**config.mk**
```make
export PLATFORM = sky130hd
export DESIGN_NAME = cs_rep_sequencer
export DESIGN_NICKNAME = d
export VERILOG_FILES = /design/src/rtl/cs_seq_pkg.sv /design/src/rtl/cs_seq_counter.sv /design/src/rtl/cs_rep_sequencer.sv
export SDC_FILE = /design/constraint.sdc
export NUM_CORES = 1
export LEC_CHECK = 0
export BUFFER_PORTS_ARGS = -buffer_cell sky130_fd_sc_hd__buf_2
export CORE_MARGIN = 2
export CORE_UTILIZATION = 45
export DETAILED_ROUTE_END_ITERATION = 12
export HOLD_SLACK_MARGIN = 0.03
export PLACE_DENSITY = 0.71
export SKIP_LAST_GASP = 1
export SLEW_MARGIN = 20
export SYNTH_ARGS = -nofsm -noshare
export SYNTH_HDL_FRONTEND = slang
export SYNTH_HIERARCHICAL = 1
export SYNTH_SLANG_ARGS = --single-unit
export TNS_END_PERCENT = 1
```
**constraint.sdc**
```tcl
create_clock -name clk -period 4.7 [get_ports clk]
set_clock_uncertainty 0.15 [all_clocks]
set_input_delay 0.94 -clock clk [delete_from_list [all_inputs] [get_ports clk]]
set_output_delay 0.94 -clock clk [all_outputs]
set_load 0.05 [all_outputs]
```
**src/rtl/cs_seq_pkg.sv**
```systemverilog
// Shared constants for the control-store REP micro-sequencer: state encodings,
// default geometry and the uop-index width helper.
package cs_seq_pkg;

    localparam logic [1:0] ST_IDLE  = 2'b00;
    localparam logic [1:0] ST_ISSUE = 2'b01;
    localparam logic [1:0] ST_SKIP  = 2'b10;

    localparam int CS_AW_DEF    = 8;
    localparam int MAX_UOPS_DEF = 4;
    localparam int CNT_W_DEF    = 32;

    // Bits needed to index 0..max_uops-1, never less than one.
    function automatic int uop_idx_w(input int max_uops);
        return (max_uops > 1) ? $clog2(max_uops) : 1;
    endfunction

endpackage

```
**src/rtl/cs_seq_counter.sv**
```systemverilog
// Loadable down-counter holding the remaining REP iteration count (ECX image).
module cs_seq_counter
    import cs_seq_pkg::*;
#(
    parameter int W = CNT_W_DEF
) (
    input  logic         clk_i,
    input  logic         rst_i,
    input  logic         load_i,
    input  logic [W-1:0] load_val_i,
    input  logic         dec_i,
    output logic [W-1:0] count_o,
    output logic         is_one_o,
    output logic         is_zero_o
);

    logic [W-1:0] count_q;
    logic [W-1:0] count_d;

    always_comb begin
        count_d = count_q;
        if (load_i) begin
            count_d = load_val_i;
        end else if (dec_i) begin
            count_d = count_q - W'(1);
        end
    end

    always_ff @(posedge clk_i) begin
        if (rst_i) begin
            count_q <= '0;
        end else begin
            count_q <= count_d;
        end
    end

    assign count_o   = count_q;
    assign is_one_o  = (count_q == W'(1));
    assign is_zero_o = (count_q == '0);

endmodule

```
**src/rtl/cs_rep_sequencer.sv**
```systemverilog
// Issues control-store row addresses for one decoded instruction, repeating the uop
// group for REP. Optional iteration statistics enabled by defining CS_SEQ_STATS_EN.
module cs_rep_sequencer
    import cs_seq_pkg::*;
#(
    parameter int CS_AW    = CS_AW_DEF,
    parameter int MAX_UOPS = MAX_UOPS_DEF,
    parameter int CNT_W    = CNT_W_DEF
) (
    input  logic                       clk,
    input  logic                       reset,
    input  logic                       flush,
    input  logic                       in_valid,
    output logic                       in_ready,
    input  logic [CS_AW-1:0]           in_base_addr,
    input  logic [$clog2(MAX_UOPS):0]  in_nuops,
    input  logic                       in_isREP,
    input  logic [CNT_W-1:0]           in_count,
    output logic                       out_valid,
    input  logic                       out_ready,
    output logic [CS_AW-1:0]           out_cs_addr,
    output logic                       out_nop,
    output logic                       out_last,
    output logic                       out_iter_end,
    output logic [CNT_W-1:0]           out_remaining,
    output logic                       busy,
    output logic [31:0]                perf_iters
);

    localparam int NW = $clog2(MAX_UOPS) + 1;
    localparam int IW = uop_idx_w(MAX_UOPS);

    logic [1:0]       state_q, state_d;
    logic [CS_AW-1:0] base_q, base_d;
    logic [NW-1:0]    nuops_q, nuops_d;
    logic [IW-1:0]    idx_q, idx_d;
    logic [NW-1:0]    nuops_clamped;

    logic             cnt_load, cnt_dec;
    logic [CNT_W-1:0] cnt_load_val, cnt_val;
    logic             cnt_is_one, cnt_is_zero;

    logic             in_fire, out_fire, grp_end;

    cs_seq_counter #(.W(CNT_W)) u_count (
        .clk_i      (clk),
        .rst_i      (reset),
        .load_i     (cnt_load),
        .load_val_i (cnt_load_val),
        .dec_i      (cnt_dec),
        .count_o    (cnt_val),
        .is_one_o   (cnt_is_one),
        .is_zero_o  (cnt_is_zero)
    );

    assign in_fire  = in_valid && in_ready;
    assign out_fire = out_valid && out_ready;
    assign grp_end  = (state_q == ST_ISSUE) && (NW'(idx_q) == nuops_q - NW'(1));

    // Zero-length groups still issue one uop; oversize groups saturate.
    assign nuops_clamped = (in_nuops == '0)             ? NW'(1) :
                           (in_nuops > NW'(MAX_UOPS))   ? NW'(MAX_UOPS) : in_nuops;

    assign cnt_load_val = in_isREP ? in_count : CNT_W'(1);

    always_comb begin
        state_d  = state_q;
        base_d   = base_q;
        nuops_d  = nuops_q;
        idx_d    = idx_q;
        cnt_load = 1'b0;
        cnt_dec  = 1'b0;
        if (flush) begin
            state_d = ST_IDLE;
            idx_d   = '0;
        end else begin
            case (state_q)
                ST_IDLE: begin
                    if (in_fire) begin
                        base_d   = in_base_addr;
                        nuops_d  = nuops_clamped;
                        idx_d    = '0;
                        cnt_load = 1'b1;
                        state_d  = (in_isREP && (in_count == '0)) ? ST_SKIP : ST_ISSUE;
                    end
                end
                ST_ISSUE: begin
                    if (out_fire) begin
                        if (!grp_end) begin
                            idx_d = idx_q + IW'(1);
                        end else if (!cnt_is_one && !cnt_is_zero) begin
                            cnt_dec = 1'b1;
                            idx_d   = '0;
                        end else begin
                            state_d = ST_IDLE;
                        end
                    end
                end
                ST_SKIP: begin
                    if (out_fire) begin
                        state_d = ST_IDLE;
                    end
                end
                default: state_d = ST_IDLE;
            endcase
        end
    end

    always_ff @(posedge clk) begin
        if (reset) begin
            state_q <= ST_IDLE;
            base_q  <= '0;
            nuops_q <= '0;
            idx_q   <= '0;
        end else begin
            state_q <= state_d;
            base_q  <= base_d;
            nuops_q <= nuops_d;
            idx_q   <= idx_d;
        end
    end

    // Data outputs are forced to zero whenever nothing is being presented.
    assign in_ready      = (state_q == ST_IDLE);
    assign busy          = (state_q != ST_IDLE);
    assign out_valid     = (state_q == ST_ISSUE) || (state_q == ST_SKIP);
    assign out_cs_addr   = out_valid ? (base_q + CS_AW'(idx_q)) : '0;
    assign out_nop       = (state_q == ST_SKIP);
    assign out_iter_end  = grp_end;
    assign out_last      = (state_q == ST_SKIP) || (grp_end && cnt_is_one);
    assign out_remaining = out_valid ? cnt_val : '0;

`ifdef CS_SEQ_STATS_EN
    logic [31:0] perf_q;

    always_ff @(posedge clk) begin
        if (reset) begin
            perf_q <= '0;
        end else if (!flush && out_fire && grp_end) begin
            perf_q <= perf_q + 32'd1;
        end
    end

    assign perf_iters = perf_q;
`else
    assign perf_iters = '0;
`endif

endmodule
```
==> flow_summary.yaml, run 1 <==
status:
  status: "finished clean"
synth:
  ys_ff_latch: 47
  synthTopCellsByArea: "dfxtp_1 (25%), and2_1 (12%), buf_4 (6.3%)"
  synth_edf_count: 0
  synth_top_area_share: 0.2485
  ys_seq_area_frac: 0.2485
  syn_inst: 502
  synth_area_per_cell_um2: 7.542
  synth_ff_type: "dfxtp_1"
  synth-async-reset-ratio: 0
  synth_top_area_cell: "dfxtp_1"
  ys_top_cells_by_count: "and2_1 (70), dfxtp_1 (47), nor2_1 (36), nand2_1 (33), buf_4 (32)"
  synth_area_um2: 3786
  yosysUniqueCellTypes: 56
  yosys_warnings: 6
  post-synth-top-count-cell: "and2_1"
hold_path:
  holdCritPathClass: "reg -> reg"
clocking:
  cts_buffers: 5
  clock-root-buffer: "clkbuf_8"
  ctsHoldBuffers: 0
  cts_tree: "done"
  path_clk_slew_ps: 90
  insertion_delay_ps: 310
  cts.path.max_buffers: 2
  ctsHtreeMaxLevel: 2
  cts_resized: 0
  post-cts-setup-buffers: 0
  clkSinkCount: 47
setup_path:
  critical_path_buf_inv_count: 1
  crit_required_ps: 3610
  critPathMaxStageDelay_ps: 690
  critPathLaunchType: "flop"
  worstSetupPathType: "reg -> out"
  path_max_fanout: 27
  crit_family: "simple AND/OR/NAND/NOR gates"
  arrival_ps: 3050
  cp-end-kind: "output pin"
  slowest_stage: "or4_1"
  path_cells: "or4_1 -> or4_4 -> nor4_1 -> and2_1 -> a21o_1 -> buf_2"
placed_design:
  port_buffers: 94
  hpwl_um: 7390
  gp_congestion: 0.9209
  dpl_cell_area_um2: 4188
timing:
  finalCriticalPeriod_ps: 4136
  slew_headroom: 0.3684
  fin_crit_sh: 0.8800
  rsz0062_at_grt: "false"
  report.final.slew_viol_count: 0
  worstMarginPinSlew_ps: 947.4
  final-setup-viol-count: 0
  fmax_ghz: 0.2418
  finalHoldViolCount: 0
  setup_tns_ps: 0
route:
  first_pass_iters: 7
  drt-wirelength-per-cell_um: 15.02
  drt_wl_total_um: 10290
  via_per_inst: 5.660
  via_count: 3877
  drt_iter0_markers: 296
  ant_nets: 0
  drcViolationCount: 0
layout:
  utilization: 0.5243
  fin_area_um2: 4287
  areaGrowthSynthToFinish_pct: 13.22
  layout-drive-gt1-share: 0.2155
  insertedDiodeCount: 0
  ff_latch_area_um2: 940.9
  multiInputGateArea_um2: 2532
  layout.nets: 637
  fillers: 796
power:
  vdd_drop_max_uv: 114.1
  total_power_mw: 1.039
  p_per_area_nw_per_um2: 242.4
  p_leak_nw: 1.791
job:
  drv_cap: 0
floorplanning:
  initial_core_util: 0.4631
  ios: 127
  die_area_um2: 9163
  die-width_um: 95.73
  core_um2: 8175
  die_h_um: 95.73
  rows: 33
global_routing:
  grt-ovfl-total: 0
  track_usage: 0.2230
  grt_pass1_vias: 3385
  antenna_found_initial: 0
  grt_max_degree: 52
  grt_pass1_wl_um: 16220
==> worst reg2reg max path, cell delays in order (launching register included) <==
cell	delay, ps
dfxtp_1	370
or4_1	690
or4_4	700
nor4_1	350
and2_1	220
nor2_1	80
nand3_1	80
nor3b_1	70
buf_4	170
nand2_1	270
nor3_1	180
a311o_1	370
and3_1	140
==> worst paths after layout <==
check / start / to / slack (ps) / cells past startpoint
setup reg to reg: u_count/count_o[4]$_SDFFE_PP0P_ / u_count/count_o[24]$_SDFFE_PP0P_ / 790 / 12
hold / removal: base_q[0]$_SDFFE_PP0P_ / base_q[0]$_SDFFE_PP0P_ / 320 / 2
hold reg to reg: base_q[0]$_SDFFE_PP0P_ / base_q[0]$_SDFFE_PP0P_ / 320 / 2
setup / recovery: u_count/count_o[4]$_SDFFE_PP0P_ / out_last / 560 / 6
==> through the flow <==
step	hold slack, ps	instances	setup slack (ps)
after floorplan	284.6	533	140.3
after global routing	344.6	685	396.5
final	319.1	685	564.2
after global placement	299.1	677	909.7
after detailed placement	315.6	677	821.3
after CTS	327.8	685	571.1
==> layout make-up <==
type,count,area share
Multi-Input combinational cell,408,0.5908
Sequential cell,47,0.2195
Timing Repair Buffer,101,0.1220
Tap cell,105,0.03065
Clock buffer,6,0.01926
Inverter,16,0.01401
Clock inverter,2,0.003795
==> flip-flops by register name, summed over array words and instances, names as in the netlist <==
name / flops
nuops_q: 3
base_q: 8
u_count/count_o: 32
idx_q: 2
state_q: 2
==> routing by layer <==
| layer | GRT usage | vias up | wire length [um] |
|---|---|---|---|
| met2 | 0.3654 | 187 | 4680 |
| met4 | 0.06071 | 0 | 130 |
| met3 | 0.02741 | 14 | 861 |
| met1 | 0.3095 | 1779 | 4617 |
| met5 | 0 | - | 0 |
| li1 | - | 1897 | - |
==> cells by family (layout without fill, tap and decap cells) <==
| family | after synthesis | in the layout | synth area share |
|---|---|---|---|
| and+or+nand+nor | 265 | 265 | 0.4022 |
| xor gates and xnor gates | 16 | 16 | 0.04296 |
| DFF | 47 | 47 | 0.2485 |
| AOI/OAI and AO/OA | 86 | 86 | 0.1603 |
| buffers and inverters | 78 | 125 | 0.1133 |
| other | 1 | 32 | 0.0009905 |
| adders and majority gates | 9 | 9 | 0.03173 |
==> power breakdown <==
| part | total, mW | switching [mW] | internal, mW |
|---|---|---|---|
| sequential | 0.454 | 0.0323 | 0.422 |
| clock | 0.271 | 0.151 | 0.120 |
| combinational | 0.313 | 0.220 | 0.0931 |
| total | 1.04 | 0.404 | 0.635 |
==> layout by cell type, fill, tap and decap left out, types with 14 or more instances in the layout <==
| master | netlist | final |
|---|---|---|
| buf_2 | 1 | 94 |
| and2_1 | 70 | 70 |
| dfxtp_1 | 47 | 47 |
| nor2_1 | 36 | 36 |
| nand2_1 | 33 | 33 |
| conb_1 | 1 | 32 |
| a21oi_1 | 22 | 22 |
| nor3_1 | 20 | 20 |
| or4_1 | 18 | 18 |
| nor4_1 | 16 | 16 |
| a311oi_1 | 15 | 15 |
| inv_1 | 14 | 14 |
(Power assumes the default switching activity.)
==> inputs of run 2 (changes only) <==
PLACE_DENSITY = 0.73   (was 0.71)
==> run 2 against run 1 <==
Largest cell class unchanged. Die area unchanged. Largest power group unchanged. Maximum frequency decreased by 0.37%. Count of clock-buffer cells in the layout increased by 1. Routed wire length decreased by 1.6%. Design area decreased by 0.58%. Critical endpoint unchanged. Flip-flop and latch count unchanged.
==> flow_summary.yaml, run 2 (synthesis gave the netlist of run 1 again) <==
global_routing:
  grt_pass1_wl_um: 16030
  grt-ovfl-total: 0
  use_met2: 0.3392
  antenna_found_initial: 0
  track_usage: 0.2167
  grt-busiest-layer: "met2"
  grt_pass1_vias: 3349
  grt_max_degree: 52
  grt_use_met1: 0.3134
  use_met3: 0.03367
timing:
  finalHoldViolCount: 0
  setup_tns_ps: 0
  final-setup-viol-count: 0
  rsz0062_at_grt: "false"
  fin_crit_sh: 0.8832
  hold_slack_ps: 315.1
  layout_setup_ws_ps: 548.9
  finalCriticalPeriod_ps: 4151
  report.final.slew_viol_count: 0
  worstMarginPinSlew_ps: 970.4
  slew_headroom: 0.3530
  fmax_ghz: 0.2409
clocking:
  cts_resized: 0
  clkSinkCount: 47
  clock-root-buffer: "clkbuf_8"
  ctsHoldBuffers: 0
  path_clk_slew_ps: 80
  cts_tree: "done"
  post-cts-setup-buffers: 0
  ctsHtreeMaxLevel: 2
  cts_buffers: 5
  insertion_delay_ps: 300
  cts.path.max_buffers: 2
placed_design:
  gp_congestion: 0.9034
  dpl_cell_area_um2: 4180
  port_buffers: 94
  dp_worst_setup_slack_ps: 882.9
  hpwl_um: 7249
  dp.cells: 676
layout:
  utilization: 0.5213
  insertedDiodeCount: 0
  final_cell_mix: "buf_2 (94), and2_1 (70), dfxtp_1 (47)"
  fin_area_um2: 4262
  final_common_cell: "buf_2"
  areaGrowthSynthToFinish_pct: 12.56
  layout.nets: 636
  stdcell_count: 684
  largest_reg_flops: 32
  layout-drive-gt1-share: 0.2107
power:
  total_power_mw: 1.004
  p_per_area_nw_per_um2: 235.7
  vdd_drop_max_uv: 113.5
  p_leak_nw: 1.781
floorplanning:
  core_um2: 8175
  die-width_um: 95.73
  die_area_um2: 9163
  rows: 33
  die_h_um: 95.73
  initial_core_util: 0.4631
  ios: 127
setup_path:
  worstSetupPathType: "reg -> out"
  path_max_fanout: 27
  arrival_ps: 3060
  cp-end-kind: "output pin"
  crit_required_ps: 3610
  rrSetupSlack_ps: 820
  critPathLaunchType: "flop"
job:
  drv_cap: 0
route:
  drt_wl_total_um: 10130
  ant_nets: 0
  drcViolationCount: 0
  drt-wirelength-per-cell_um: 14.81
  drt_iter0_markers: 256
  first_pass_iters: 4
  via_per_inst: 5.566
  via_count: 3807
status:
  status: "finished clean"
hold_path:
  holdCritPathClass: "reg -> reg"
run 2: final timing paths:
check	from	to	cells past startpoint
worst max-delay path	u_count/count_o[4]$_SDFFE_PP0P_	out_last	6
worst max register to register	u_count/count_o[4]$_SDFFE_PP0P_	u_count/count_o[27]$_SDFFE_PP0P_	11
worst min register to register	base_q[0]$_SDFFE_PP0P_	base_q[0]$_SDFFE_PP0P_	2
worst min-delay path	base_q[0]$_SDFFE_PP0P_	base_q[0]$_SDFFE_PP0P_	2
run 2: worst max-delay path: stages (launching register included):
cell,delay (ps)
dfxtp_1,360
or4_1,710
or4_4,700
nor4_1,360
and2_1,230
a21o_1,130
buf_2,260
run 2: power breakdown:
part           total, mW  switching [mW]  internal, mW
clock              0.238           0.133         0.105
combinational      0.312           0.220        0.0925
sequential         0.454          0.0320         0.422
run 2: routing by layer:
| metal | share of wire | up-vias |
|---|---|---|
| met5 | 0 | - |
| met4 | 0.010 | 0 |
| met3 | 0.079 | 8 |
| met2 | 0.44 | 158 |
| met1 | 0.47 | 1754 |
| li1 | - | 1887 |
run 2: layout make-up:
type	count	area [um2]
flip-flops and latches	47	940.9
clock buffers	7	76.32
well taps	105	131.4
inverters	16	60.06
clock inverters	1	5.005
multi-input cells	408	2532
repair buffers	100	515.5
fillers	837	3914
==> inputs of run 3 (changes only) <==
CTS_BUF_LIST = sky130_fd_sc_hd__clkbuf_4   (was unset)
HOLD_SLACK_MARGIN = unset   (was 0.03)
PLACE_DENSITY = 0.83   (was 0.73)
==> run 3 against run 2 <==
Hold slack gained 22 ps. Die area is the same. Flip-flop and latch count is the same. Total power shrank 4.4%. Utilization shrank 0.35 points. Maximum frequency shrank 1.6%. Global-route usage shrank 0.10 points. Cell count shrank 0.15%. Count of clock-buffer cells in the layout shrank 2.
==> flow_summary.yaml, run 3 (synthesis gave the netlist of run 1 again) <==
timing:
  finalCriticalPeriod_ps: 4220
  final-setup-viol-count: 0
  slew_headroom: 0.3581
  worstMarginPinSlew_ps: 962.8
  rsz0062_at_grt: "false"
  fmax_ghz: 0.2370
  finalHoldViolCount: 0
  setup_tns_ps: 0
  report.final.slew_viol_count: 0
  fin_crit_sh: 0.8978
setup_path:
  cp-end-kind: "output pin"
  critPathLaunchType: "flop"
  worstSetupPathType: "reg -> out"
  critPathMaxStageDelay_ps: 700
  arrival_ps: 3130
  slowest_stage: "or4_1"
  r2r_cells: 11
  regToRegEndpoint: "u_count/count_o[27]$_SDFFE_PP0P_"
  path_cells: "or4_1 -> or4_4 -> nor4_1 -> and2_1 -> a21o_1 -> buf_2"
  rrSetupSlack_ps: 500
  crit_required_ps: 3610
  path_max_fanout: 27
  timing.rr.start: "u_count/count_o[4]$_SDFFE_PP0P_"
hold_path:
  holdCritPathClass: "reg -> reg"
  min_delay_path_depth: 2
  hold_path.startpoint: "base_q[0]$_SDFFE_PP0P_"
  hold_end: "base_q[0]$_SDFFE_PP0P_"
layout:
  fillers: 790
  layout-drive-gt1-share: 0.2128
  areaGrowthSynthToFinish_pct: 11.80
  fin_area_um2: 4233
  ff_latch_area_um2: 940.9
  multiInputGateArea_um2: 2537
  insertedDiodeCount: 0
  final_cell_mix: "buf_2 (94), and2_1 (70), dfxtp_1 (47)"
  largest_reg_flops: 32
  layout.nets: 635
  final_common_cell: "buf_2"
floorplanning:
  ios: 127
  die_h_um: 95.73
  die_area_um2: 9163
  core_um2: 8175
  die-width_um: 95.73
  initial_core_util: 0.4631
  rows: 33
global_routing:
  track_usage: 0.2157
  grt_pass1_wl_um: 16030
  grt-ovfl-total: 0
  grt_pass1_vias: 3465
  antenna_found_initial: 0
  grt_max_degree: 52
clocking:
  clkSinkCount: 47
  ctsHtreeMaxLevel: 2
  cts.path.max_buffers: 2
  cts_tree: "done"
  cts_buffers: 5
  insertion_delay_ps: 370
  clock-root-buffer: "clkbuf_4"
  post-cts-setup-buffers: 0
  path_clk_slew_ps: 140
  ctsHoldBuffers: 0
  cts_resized: 0
power:
  p_leak_nw: 1.767
  vdd_drop_max_uv: 103.9
  total_power_mw: 0.9606
  p_per_area_nw_per_um2: 226.9
placed_design:
  hpwl_um: 7497
  port_buffers: 94
  dpl_cell_area_um2: 4173
  gp_congestion: 0.9436
status:
  status: "finished clean"
route:
  drt-wirelength-per-cell_um: 14.85
  drt_iter0_markers: 332
  via_per_inst: 5.722
  first_pass_iters: 5
  via_count: 3908
  ant_nets: 0
  drcViolationCount: 0
  drt_wl_total_um: 10140
job:
  drv_cap: 0
## run 3: changes by cell type in the layout (fill, tap and decap cells not counted), sizes merged
cell / previous run / this run
buf: 100 / 99
clkbuf: 7 / 5
clkinv: 2 / 3
inv: 15 / 16
## run 3: layer usage
metal  vias to the layer above  wire length [um]  GRT usage
li1                       1886                 -          -
met1                      1812              4385     0.2811
met2                       191              4755     0.3706
met4                         0               214    0.07143
met3                        19               785    0.02506
met5                         -                 0          0
## run 3: final cells by class
class                   count  share of cell area
multi-input cells         408              0.5995
flip-flops and latches     47              0.2223
clock buffers               5            0.008868
repair buffers             99              0.1200
clock inverters             3            0.004138
well taps                 105             0.03104
inverters                  16             0.01419
## run 3: where the power goes
group	switching, mW	internal (mW)	total [mW]
Combinational	0.221	0.0926	0.314
Clock	0.135	0.0580	0.193
Sequential	0.0310	0.422	0.453
## run 3: critical path, delay by kind of cell (launching register included)
family          cells  cell delay (ps)
flops               1              390
simple gates        4             1950
buf+inv             1              270
compound gates      1              150
## run 3: stage by stage
stage	std cells	hold WS (ps)	worst slack, ps	utilization
6_report	683	336.7	480.5	0.5178
3_3_place_gp	675	300.1	511.3	0.5104
3_5_place_dp	675	318.6	301.5	0.5104
2_1_floorplan	533	284.6	140.3	-
5_1_grt	683	349.9	181.1	0.5178
4_1_cts	683	339.7	251.1	0.5171
## run 3: worst max-delay path by stage
stage	slack, ps	from	cells after the start	to
2_1_floorplan	140	nuops_q[0]$_SDFFE_PP0P_	9	u_count/count_o[27]$_SDFFE_PP0P_
3_3_place_gp	510	u_count/count_o[4]$_SDFFE_PP0P_	11	u_count/count_o[27]$_SDFFE_PP0P_
3_5_place_dp	300	u_count/count_o[4]$_SDFFE_PP0P_	11	u_count/count_o[27]$_SDFFE_PP0P_
4_1_cts	250	u_count/count_o[4]$_SDFFE_PP0P_	11	u_count/count_o[27]$_SDFFE_PP0P_
5_1_grt	180	u_count/count_o[4]$_SDFFE_PP0P_	11	u_count/count_o[27]$_SDFFE_PP0P_
6_report	480	u_count/count_o[4]$_SDFFE_PP0P_	6	out_last
